File: src/rtl/quadrant_board_port.sv
// 8x8 Life board with 4x4 quadrant write port and snapshot readout; first word 1 cycle after dump_req.
// Writes never stall; readout words hold while rd_ready is low.
module quadrant_board_port #(
  parameter logic [63:0] RESET_PATTERN = 64'h0
) (
  input  logic        clk,
  input  logic        reset,
  input  logic        wr_en,
  input  logic [1:0]  wr_pos,
  input  logic [15:0] wr_val,
  input  logic        dump_req,
  output logic        rd_valid,
  input  logic        rd_ready,
  output logic [1:0]  rd_pos,
  output logic [15:0] rd_val,
  output logic        rd_last,
  output logic        busy,
  output logic [63:0] board
);

  typedef enum logic {IDLE, SEND} state_t;

  state_t      state;
  logic [63:0] snap;

  // Local cell (lr,lc) lives at val[15-(4*lr+lc)]; pos[1] picks right half, pos[0] bottom half.
  function automatic logic [15:0] get_quad(input logic [63:0] b, input logic [1:0] pos);
    logic [15:0] q;
    int r0, c0;
    q  = '0;
    r0 = pos[0] ? 4 : 0;
    c0 = pos[1] ? 4 : 0;
    for (int lr = 0; lr < 4; lr++)
      for (int lc = 0; lc < 4; lc++)
        q[15 - (4 * lr + lc)] = b[(r0 + lr) * 8 + c0 + lc];
    return q;
  endfunction

  function automatic logic [63:0] set_quad(input logic [63:0] b, input logic [1:0] pos,
                                           input logic [15:0] v);
    logic [63:0] nb;
    int r0, c0;
    nb = b;
    r0 = pos[0] ? 4 : 0;
    c0 = pos[1] ? 4 : 0;
    for (int lr = 0; lr < 4; lr++)
      for (int lc = 0; lc < 4; lc++)
        nb[(r0 + lr) * 8 + c0 + lc] = v[15 - (4 * lr + lc)];
    return nb;
  endfunction

  always_ff @(posedge clk) begin
    if (reset)
      board <= RESET_PATTERN;
    else if (wr_en)
      board <= set_quad(board, wr_pos, wr_val);
  end

  always_ff @(posedge clk) begin
    if (reset) begin
      state    <= IDLE;
      snap     <= '0;
      rd_valid <= 1'b0;
      rd_last  <= 1'b0;
      busy     <= 1'b0;
      rd_pos   <= 2'b00;
      rd_val   <= '0;
    end else begin
      case (state)
        IDLE: begin
          if (dump_req) begin
            // Pre-edge board: a write in this same cycle is not part of the dump.
            snap     <= board;
            state    <= SEND;
            rd_pos   <= 2'b00;
            rd_val   <= get_quad(board, 2'b00);
            rd_valid <= 1'b1;
            rd_last  <= 1'b0;
            busy     <= 1'b1;
          end
        end
        SEND: begin
          if (rd_valid && rd_ready) begin
            if (rd_pos == 2'b11) begin
              state    <= IDLE;
              rd_valid <= 1'b0;
              rd_last  <= 1'b0;
              busy     <= 1'b0;
            end else begin
              rd_pos  <= rd_pos + 2'd1;
              rd_val  <= get_quad(snap, rd_pos + 2'd1);
              rd_last <= (rd_pos == 2'b10);
            end
          end
        end
        default: state <= IDLE;
      endcase
    end
  end

endmodule

File: config.mk
export PLATFORM = sky130hd
export DESIGN_NAME = quadrant_board_port
export DESIGN_NICKNAME = d
export VERILOG_FILES = /design/src/rtl/quadrant_board_port.sv
export SDC_FILE = /design/constraint.sdc
export NUM_CORES = 1
export LEC_CHECK = 0
export BUFFER_PORTS_ARGS = -buffer_cell sky130_fd_sc_hd__buf_2
export CAP_MARGIN = 20
export CORE_MARGIN = 2
export CORE_UTILIZATION = 57
export CTS_BUF_LIST = sky130_fd_sc_hd__clkbuf_4 sky130_fd_sc_hd__clkbuf_8
export DETAILED_ROUTE_END_ITERATION = 7
export PLACE_DENSITY_LB_ADDON = 0.15
export SYNTH_ARGS = -nofsm -noshare
export SYNTH_HDL_FRONTEND = slang
export SYNTH_SLANG_ARGS = --single-unit
File: constraint.sdc
create_clock -name clk -period 2.5 [get_ports clk]
set_input_delay 0.375 -clock clk [delete_from_list [all_inputs] [get_ports clk]]
set_output_delay 0.375 -clock clk [all_outputs]
set_load 0.005 [all_outputs]
==> results of run 1 <==
==> placed cells by master (no fill, tap or decap), types with 2 or more instances in the layout <==
cell type	instances
sky130_fd_sc_hd__a211oi_1	10
sky130_fd_sc_hd__a21oi_1	136
sky130_fd_sc_hd__a222oi_1	5
sky130_fd_sc_hd__a31o_1	2
sky130_fd_sc_hd__a31o_2	8
sky130_fd_sc_hd__and3b_1	2
sky130_fd_sc_hd__and4_1	10
sky130_fd_sc_hd__buf_12	3
sky130_fd_sc_hd__buf_2	106
sky130_fd_sc_hd__buf_4	5
sky130_fd_sc_hd__bufinv_16	2
sky130_fd_sc_hd__clkbuf_8	17
sky130_fd_sc_hd__clkinv_2	3
sky130_fd_sc_hd__clkinv_4	3
sky130_fd_sc_hd__clkinvlp_4	2
sky130_fd_sc_hd__dfxtp_1	149
sky130_fd_sc_hd__ha_1	2
sky130_fd_sc_hd__inv_1	4
sky130_fd_sc_hd__inv_6	4
sky130_fd_sc_hd__mux2_2	9
sky130_fd_sc_hd__mux2i_1	22
sky130_fd_sc_hd__nand2_1	268
sky130_fd_sc_hd__nand3_1	5
sky130_fd_sc_hd__nand3b_1	2
sky130_fd_sc_hd__nor2_1	10
sky130_fd_sc_hd__o21a_1	2
sky130_fd_sc_hd__o31ai_1	5
==> stage by stage <==
stage / instances / utilization (%) / power [W]
after detailed placement: 917 / 62.9 / 0.00293
after global routing: 948 / 66.7 / 0.00485
after CTS: 948 / 66.7 / 0.00470
final: 948 / 66.7 / 0.00469
after global placement: 917 / 62.9 / 0.00291
after floorplan: 729 / - / 0.00278
==> cell type report <==
class,count,share of cell area [%]
clock buffers,17,3.43
clock inverters,14,2.22
inverters,4,0.220
multi-input cells,514,38.7
flip-flops and latches,149,43.7
well taps,136,2.49
repair buffers,114,9.21
==> routing by layer <==
metal  track usage (%)  share of wire [%]
met5                 0                  0
met4              8.74                1.0
met3              5.21                7.9
met2              39.2                 43
met1              43.5                 48
==> registers in the layout, summed over array words and instances, names as in the netlist <==
signal,flops
rd_val,16
state,1
rd_last,1
snap,64
rd_pos,2
board,64
busy,1
==> report_power, final <==
group	leakage (nW)	internal (W)	total, W	switching (W)
sequential	1.21	0.00244	0.00250	0.0000593
combinational	1.42	0.000131	0.000378	0.000247
clock	0.193	0.000891	0.00181	0.000921
total	2.82	0.00346	0.00469	0.00123
==> critical path: cells and delay by family, from the launching register on <==
family | cells | cell delay [ns]
compound gates | 2 | 0.45
flops | 1 | 0.42
mux | 1 | 0.36
fa+ha+maj | 1 | 0.34
buf+inv | 2 | 0.34
==> cells by family after synthesis <==
kind of cell | count (synthesis) | share of synthesized area [%]
AOI/OAI and AO/OA | 172 | 16.5
adders and majority gates | 2 | 0.421
muxes | 32 | 5.66
DFF | 149 | 50.1
buffers and inverters | 66 | 5.49
and+or+nand+nor | 308 | 21.8
==> how the worst min path moves through the flow <==
stage	startpoint	slack (ns)	end
floorplan	snap[0]$_SDFFE_PP0P_	0.43	snap[0]$_SDFFE_PP0P_
global placement	snap[0]$_SDFFE_PP0P_	0.44	snap[0]$_SDFFE_PP0P_
detailed placement	snap[3]$_SDFFE_PP0P_	0.45	snap[3]$_SDFFE_PP0P_
CTS	dump_req	0.18	state$_SDFF_PP0_
global route	dump_req	0.19	state$_SDFF_PP0_
finish	dump_req	0.19	state$_SDFF_PP0_
==> impl_table.tex, run 1 <==
\begin{tabular}{lr}
\hline
Metric & Value \\
\hline
\multicolumn{2}{l}{\textbf{Clock network}} \\
H-tree depth reported by CTS & 4 \\
Longest Clk Path Bufs & 2 \\
Clock-pin transition on the worst setup and hold timing paths & 0.08 ns \\
CTS sink cnt & 149 \\
Insertion delay to the later sink of the worst-skew pair & $\sim$0.44 ns \\
Count of hold buffers inserted by post-cts repair & 0 \\
Number of setup buffers added after CTS & 0 \\
Root buffer cell & sky130\_fd\_sc\_hd\_\_clkbuf\_8 \\
Clock tree from TritonCTS & done \\
TritonCTS Buffers & 17 \\
Post-cts gate resize count & 0 \\
\multicolumn{2}{l}{\textbf{Route}} \\
Via total after detailed routing & 5422 \\
Residual DRC count & 0 \\
Detailed-route vias per instance & between 5 and 6 \\
Total iterations of the first detailed-routing run & 8 \\
Remaining antenna violation count after routing & 0 \\
Final routed wire length divided by cell count & 16.6 µm \\
Overall routed net length & 15800 µm \\
Number of violations reported at the end of detailed-routing iteration 0 & around 470 \\
\multicolumn{2}{l}{\textbf{STA}} \\
Worst-Margin Slew & just over 0.8 ns \\
Post-route setup TNS & 0 ns \\
Worst slew margin relative to its limit & 45.5\% \\
Worst setup slack after layout & 0.437 ns \\
Setup repair after global routing missed its margin & no \\
Final cycle utilization of the critical path & 82.5\% \\
Count of pins over their slew limit & 0 \\
Final hold vios & 0 \\
Smallest hold slack & between 0.15 and 0.2 ns \\
Final worst path period need & 2.06 ns \\
Setup-violating endpoint count in the final report & 0 \\
Clock tree skew after final layout & 0.00896 ns \\
Peak clock frequency supported by timing & 485 MHz \\
\multicolumn{2}{l}{\textbf{Worst setup path}} \\
Reg-to-reg critical path endpoint & rd\_val[2]\$\_SDFFE\_PP0P\_ \\
CP startpoint & rd\_pos[0]\$\_SDFFE\_PP0P\_ \\
Number of cells traversed by the worst register-to-register path & 6 \\
Highest-delay cell along the critical path & sky130\_fd\_sc\_hd\_\_dfxtp\_1 \\
Stage delay of the slowest cell on the critical path & approximately 0.42 ns \\
Required @ worst endpoint & 2.80 ns \\
Reg-to-reg slack, setup & 0.44 ns \\
WP data arrival & 2.36 ns \\
Type of element capturing the critical path & flop \\
Capturing element of the worst setup path & rd\_val[2]\$\_SDFFE\_PP0P\_ \\
Critical path startpoint category & flop \\
Critical path cell sequence & inv\_1 > ha\_1 > buf\_12 > mux2\_2 > a222oi\_1 > a21oi\_1 \\
RR Startpoint & rd\_pos[0]\$\_SDFFE\_PP0P\_ \\
Setup CP Type & flop to flop \\
Highest fanout seen on the critical path & 33 \\
\multicolumn{2}{l}{\textbf{Global routing}} \\
First-pass GRT wire length & 24800 µm \\
Number of global-route vias before repair & 4722 \\
Remaining global-route overflow & 0 \\
Combined global-route utilization of all metal layers & 28.1\% \\
Initial antenna violation count & 0 \\
Maximum number of pins on one net before global-route repair & 144 \\
\multicolumn{2}{l}{\textbf{Placed design}} \\
Placement-stage cell area & 6440 µm² \\
HPWL reported at the end of detailed placement & 10600 µm \\
Weighted congestion at the end of routability-driven global placement & 0.830 \\
Setup slack after placement & 0.477 ns \\
Number of port buffers & $\sim$110 \\
\multicolumn{2}{l}{\textbf{Die}} \\
Initial core utilization & 58.1\% \\
Die span in y & 106 µm \\
Ports & 108 \\
Horizontal die dimension & 106 µm \\
Number of standard-cell rows in the floorplan & 37 \\
Std-Cell Core Area & 10200 µm² \\
Die Footprint & $\sim$11000 µm² \\
\multicolumn{2}{l}{\textbf{Finish}} \\
Area growth, synth to finish & 14.7\% \\
Fraction of layout cells with a size suffix above 1 & 20.6\% \\
Combined area of the multi-input logic cells & between 2000 and 3000 µm² \\
Antenna Cells & 0 \\
Register cell area after layout & 2980 µm² \\
Fillcell total & 911 \\
Design area & 6820 µm² \\
Final \#Nets & 825 \\
\multicolumn{2}{l}{\textbf{Synth}} \\
Synth top cells by count & 268 x sky130\_fd\_sc\_hd\_\_nand2\_1, 149 x sky130\_fd\_sc\_hd\_\_dfxtp\_1, 136 x sky130\_fd\_sc\_hd\_\_a21oi\_1 \\
Post-Syn Instances & $\sim$730 \\
Most numerous cell in the Yosys netlist & sky130\_fd\_sc\_hd\_\_nand2\_1 \\
Area share of the largest cell type after synthesis & between 50\% and 60\% \\
Number of unique standard cell types used by synthesis & 40 \\
Library cell occupying the most area in the post-synthesis netlist & sky130\_fd\_sc\_hd\_\_dfxtp\_1 \\
Number of nets produced by synthesis & 754 \\
Number of enable flip-flop cells after synthesis & 0 \\
FF+latch count, synth & 149 \\
Syn. warnings & 0 \\
Async set-or-reset flop fraction in the synthesized netlist & 0\% \\
Average size of a mapped cell & 8.16 µm² \\
Combined area of all synthesized cells & a little under 6000 µm² \\
Flip-flop cell with the highest count after synthesis & sky130\_fd\_sc\_hd\_\_dfxtp\_1 \\
Sequential share of the synthesized area & 50.1\% \\
Leading post-synthesis cells by cell area & sky130\_fd\_sc\_hd\_\_dfxtp\_1 50\%, sky130\_fd\_sc\_hd\_\_nand2\_1 17\%, sky130\_fd\_sc\_hd\_\_a21oi\_1 11\%, sky130\_fd\_sc\_hd\_\_mux2i\_1 3.7\%, sky130\_fd\_sc\_hd\_\_buf\_2 1.9\% \\
\multicolumn{2}{l}{\textbf{Hold path}} \\
Classification of the worst-slack hold path & input port to flop \\
Instance count along the most critical hold path & 2 \\
\multicolumn{2}{l}{\textbf{Run status}} \\
Status & completed \\
\multicolumn{2}{l}{\textbf{Run}} \\
Max-cap violation count & 0 \\
\multicolumn{2}{l}{\textbf{Power and ir drop}} \\
Power density of the placed cells & 687 nW/µm² \\
Pleak & 2.82 nW \\
Worst IR drop on VDD & 0.000464 V \\
\hline
\end{tabular}
(Power assumes the default switching activity.)
==> run 2: changes to the inputs <==
--- a/config.mk
+++ b/config.mk
@@ -5,10 +5,11 @@
 export SDC_FILE = /design/constraint.sdc
 export NUM_CORES = 1
 export LEC_CHECK = 0
+export ABC_AREA = 1
 export BUFFER_PORTS_ARGS = -buffer_cell sky130_fd_sc_hd__buf_2
 export CAP_MARGIN = 20
 export CORE_MARGIN = 2
-export CORE_UTILIZATION = 57
+export CORE_UTILIZATION = 52
 export CTS_BUF_LIST = sky130_fd_sc_hd__clkbuf_4 sky130_fd_sc_hd__clkbuf_8
 export DETAILED_ROUTE_END_ITERATION = 7
 export PLACE_DENSITY_LB_ADDON = 0.15
==> constraint.sdc (replaced) <==
create_clock -name clk -period 1.7 [get_ports clk]
set_input_delay 0.255 -clock clk [delete_from_list [all_inputs] [get_ports clk]]
set_output_delay 0.255 -clock clk [all_outputs]
set_load 0.005 [all_outputs]
==> run 2 against run 1 <==
Net effect: largest cell class unchanged; critical path depth unchanged; sequential cell count unchanged; synthesized cell count up 13%; register-to-register slack worse by 0.29 ns; utilization shrank 4.1 points; wire length up 5.5%; clock power increased by 62%; die area up 11%; fmax is 32% higher; cell area increased by 4.3%.
==> impl_table.tex, run 2 <==
\begin{tabular}{lr}
\hline
Metric & Value \\
\hline
\multicolumn{2}{l}{\textbf{Run status}} \\
Status & completed \\
\multicolumn{2}{l}{\textbf{Synth}} \\
Average size of a mapped cell & 7.33 µm² (-10\%) \\
FF+latch count, synth & 149 (unchanged) \\
Synth top cells by count & 185 x sky130\_fd\_sc\_hd\_\_nor2\_1, 149 x sky130\_fd\_sc\_hd\_\_dfxtp\_1, 127 x sky130\_fd\_sc\_hd\_\_nand2\_1 \\
Syn. warnings & 0 (unchanged) \\
Number of nets produced by synthesis & 848 (+12\%) \\
Number of enable flip-flop cells after synthesis & 0 (unchanged) \\
Area share of the largest cell type after synthesis & 49.4\% (-0.71 points) \\
Post-Syn Instances & 823 (+13\%) \\
Flip-flop cell with the highest count after synthesis & sky130\_fd\_sc\_hd\_\_dfxtp\_1 \\
Sequential share of the synthesized area & 49.4\% (-0.71 points) \\
Library cell occupying the most area in the post-synthesis netlist & sky130\_fd\_sc\_hd\_\_dfxtp\_1 \\
Async set-or-reset flop fraction in the synthesized netlist & 0\% (unchanged) \\
Most numerous cell in the Yosys netlist & sky130\_fd\_sc\_hd\_\_nor2\_1 \\
Combined area of all synthesized cells & 6030 µm² (+1.4\%) \\
Number of unique standard cell types used by synthesis & 28 (-30\%) \\
Leading post-synthesis cells by cell area & sky130\_fd\_sc\_hd\_\_dfxtp\_1 49\%, sky130\_fd\_sc\_hd\_\_nor2\_1 12\%, sky130\_fd\_sc\_hd\_\_o21ai\_0 8.5\%, sky130\_fd\_sc\_hd\_\_nand2\_1 7.9\%, sky130\_fd\_sc\_hd\_\_nand3\_1 6.6\% \\
\multicolumn{2}{l}{\textbf{Finish}} \\
Most common cell after layout, fill and taps aside & sky130\_fd\_sc\_hd\_\_nor2\_1 \\
Final \#Nets & 939 (+14\%) \\
Area growth, synth to finish & 17.9\% \\
Antenna Cells & 0 (unchanged) \\
Post-Route Utilization & 62.6\% (-4.1 points) \\
Leading cell types in the layout, fill and taps excluded & 185 x sky130\_fd\_sc\_hd\_\_nor2\_1, 149 x sky130\_fd\_sc\_hd\_\_dfxtp\_1, 127 x sky130\_fd\_sc\_hd\_\_nand2\_1 \\
Fraction of layout cells with a size suffix above 1 & 20.1\% (-0.50 points) \\
Fillcell total & 1038 (+14\%) \\
Top Registers & board: 64 flops, snap: 64 flops, rd\_val: 16 flops \\
\multicolumn{2}{l}{\textbf{Worst setup path}} \\
Highest-delay cell along the critical path & sky130\_fd\_sc\_hd\_\_dfxtp\_1 \\
Critical path startpoint category & flop \\
Worst path most repeated cell & sky130\_fd\_sc\_hd\_\_nor2\_1 \\
Stage delay of the slowest cell on the critical path & 0.38 ns (-0.04 ns) \\
Required @ worst endpoint & 2.08 ns (-0.72 ns) \\
Setup CP Type & flop to flop \\
Critical path cell sequence & inv\_6 > nand2\_8 > inv\_2 > buf\_4 > nor2\_1 > nor2\_1 \\
Type of element capturing the critical path & flop \\
Highest fanout seen on the critical path & 30 (-9.1\%) \\
WP data arrival & 1.94 ns (-0.42 ns) \\
\multicolumn{2}{l}{\textbf{Route}} \\
Total iterations of the first detailed-routing run & 5 (-3) \\
Detailed-route vias per instance & 5.33 (-6.9\%) \\
Remaining antenna violation count after routing & 0 (unchanged) \\
Final routed wire length divided by cell count & 15.6 µm (-6.5\%) \\
Number of violations reported at the end of detailed-routing iteration 0 & 544 (+17\%) \\
Overall routed net length & 16600 µm (+5.5\%) \\
Residual DRC count & 0 (unchanged) \\
Via total after detailed routing & 5698 (+5.1\%) \\
\multicolumn{2}{l}{\textbf{STA}} \\
Clock tree skew after final layout & 0.0134 ns (+0.00448 ns) \\
Setup-violating endpoint count in the final report & 0 (unchanged) \\
Setup repair after global routing missed its margin & no \\
Peak clock frequency supported by timing & 642 MHz (+32\%) \\
Worst slew margin relative to its limit & 62.0\% (+17 points) \\
Final cycle utilization of the critical path & 91.6\% (+9.1 points) \\
Count of pins over their slew limit & 0 (unchanged) \\
Final worst path period need & 1.56 ns (-0.506 ns) \\
Worst-Margin Slew & 0.569 ns (-0.247 ns) \\
Post-route setup TNS & 0 ns (unchanged) \\
Final hold vios & 0 (unchanged) \\
\multicolumn{2}{l}{\textbf{Clock network}} \\
Insertion delay to the later sink of the worst-skew pair & 0.45 ns (about the same) \\
TritonCTS Buffers & 17 (unchanged) \\
Root buffer cell & sky130\_fd\_sc\_hd\_\_clkbuf\_8 \\
Longest Clk Path Bufs & 2 (unchanged) \\
Count of hold buffers inserted by post-cts repair & 0 (unchanged) \\
CTS sink cnt & 149 (unchanged) \\
Clock tree from TritonCTS & done \\
Post-cts gate resize count & 0 (unchanged) \\
Clock-pin transition on the worst setup and hold timing paths & 0.08 ns (about the same) \\
H-tree depth reported by CTS & 4 (unchanged) \\
Number of setup buffers added after CTS & 0 (unchanged) \\
\multicolumn{2}{l}{\textbf{Hold path}} \\
Classification of the worst-slack hold path & input port to flop \\
\multicolumn{2}{l}{\textbf{Die}} \\
Horizontal die dimension & 112 µm (+5.2\%) \\
Number of standard-cell rows in the floorplan & 39 (+5.4\%) \\
Std-Cell Core Area & 11400 µm² (+11\%) \\
Initial core utilization & 53.1\% (-5.1 points) \\
Die span in y & 112 µm (+5.2\%) \\
Die Footprint & 12500 µm² (+11\%) \\
Ports & 108 (unchanged) \\
\multicolumn{2}{l}{\textbf{Placed design}} \\
Weighted congestion at the end of routability-driven global placement & 0.939 (+13\%) \\
HPWL reported at the end of detailed placement & 11600 µm (+9.8\%) \\
Number of port buffers & 107 (unchanged) \\
\multicolumn{2}{l}{\textbf{Global routing}} \\
Maximum number of pins on one net before global-route repair & 40 (-72\%) \\
Number of global-route vias before repair & 5100 (+8.0\%) \\
Combined global-route utilization of all metal layers & 26.8\% (-1.3 points) \\
First-pass GRT wire length & 26900 µm (+8.1\%) \\
Remaining global-route overflow & 0 (unchanged) \\
Initial antenna violation count & 0 (unchanged) \\
\multicolumn{2}{l}{\textbf{Power and ir drop}} \\
Pleak & 3.20 nW (+13\%) \\
Worst IR drop on VDD & 0.000638 V (+37\%) \\
Power density of the placed cells & 1160 nW/µm² (+69\%) \\
\multicolumn{2}{l}{\textbf{Run}} \\
Max-cap violation count & 0 (unchanged) \\
\hline
\end{tabular}
==> run 2: cell types whose count changed in the layout (fill, tap and decap cells not counted), moves of 22 or more <==
| cell | before | now |
|---|---|---|
| sky130_fd_sc_hd__nand2_1 | 268 | 127 |
| sky130_fd_sc_hd__nor2_1 | 10 | 185 |
| sky130_fd_sc_hd__a21oi_1 | 136 | 53 |
| sky130_fd_sc_hd__inv_1 | 4 | 37 |
| sky130_fd_sc_hd__o21ai_0 | 0 | 102 |
| sky130_fd_sc_hd__nand3_1 | 5 | 80 |
| sky130_fd_sc_hd__mux2i_1 | 22 | 0 |
==> run 2: area by class of cell <==
cell class | count | area [µm²] | area share (%)
timing repair buffer | 127 | 752 | 10.6
inverter | 44 | 173 | 2.43
multi-input combinational | 575 | 2590 | 36.5
clock inverter | 10 | 145 | 2.04
tap | 143 | 179 | 2.51
clock buffer | 22 | 290 | 4.08
sequential | 149 | 2980 | 41.9
==> run 2: cells by family after synthesis <==
kind of cell / after synthesis / share of synthesized area [%]
buffers and inverters: 99 / 7.78
DFF: 149 / 49.4
adders and majority gates: 2 / 0.415
and+or+nand+nor: 408 / 28.3
AOI/OAI and AO/OA: 165 / 14.1
==> run 2: worst max-delay path: cells and delay by family, from the launching register on <==
family	cells	cell delay, ns
DFF	1	0.38
buffers and inverters	3	0.76
and+or+nand+nor	3	0.34
==> run 2: power breakdown <==
group          switching (W)  internal [W]
sequential          0.000198       0.00375
combinational       0.000863      0.000520
clock                0.00132       0.00161
total                0.00238       0.00588
==> run 2: final timing paths <==
| check | from | depth (start not counted) | slack (ns) | to |
|---|---|---|---|---|
| max | state$_SDFF_PP0_ | 6 | 0.14 | snap[34]$_SDFFE_PP0P_ |
| min reg2reg | rd_last$_SDFFE_PP0P_ | 2 | 0.48 | rd_last$_SDFFE_PP0P_ |
| min | wr_val[2] | 3 | 0.09 | board[29]$_SDFFE_PP0P_ |
| max reg2reg | state$_SDFF_PP0_ | 6 | 0.14 | snap[34]$_SDFFE_PP0P_ |
==> run 2: through the flow <==
stage	setup WS [ns]	cell area [µm²]	hold WS (ns)	total power (W)	std cells
after global placement	0.185	6660	0.463	0.00534	1038
after global routing	0.00463	7120	0.115	0.00863	1070
after CTS	0.104	7100	0.0692	0.00827	1070
final	0.143	7120	0.0884	0.00827	1070
after floorplan	0.0343	6030	0.390	0.00488	823
after detailed placement	0.121	6660	0.466	0.00537	1038
==> run 2: per-layer routing <==
| metal | track usage (%) | share of wire (%) | wire length [µm] | vias up |
|---|---|---|---|---|
| met1 | 41.3 | 49 | 8140 | 2629 |
| met5 | 0 | 0 | 0 | - |
| met2 | 38.4 | 42 | 6970 | 228 |
| met3 | 5.23 | 8.2 | 1370 | 15 |
| met4 | 7.00 | 1.0 | 169 | 0 |
| li1 | - | - | - | 2826 |
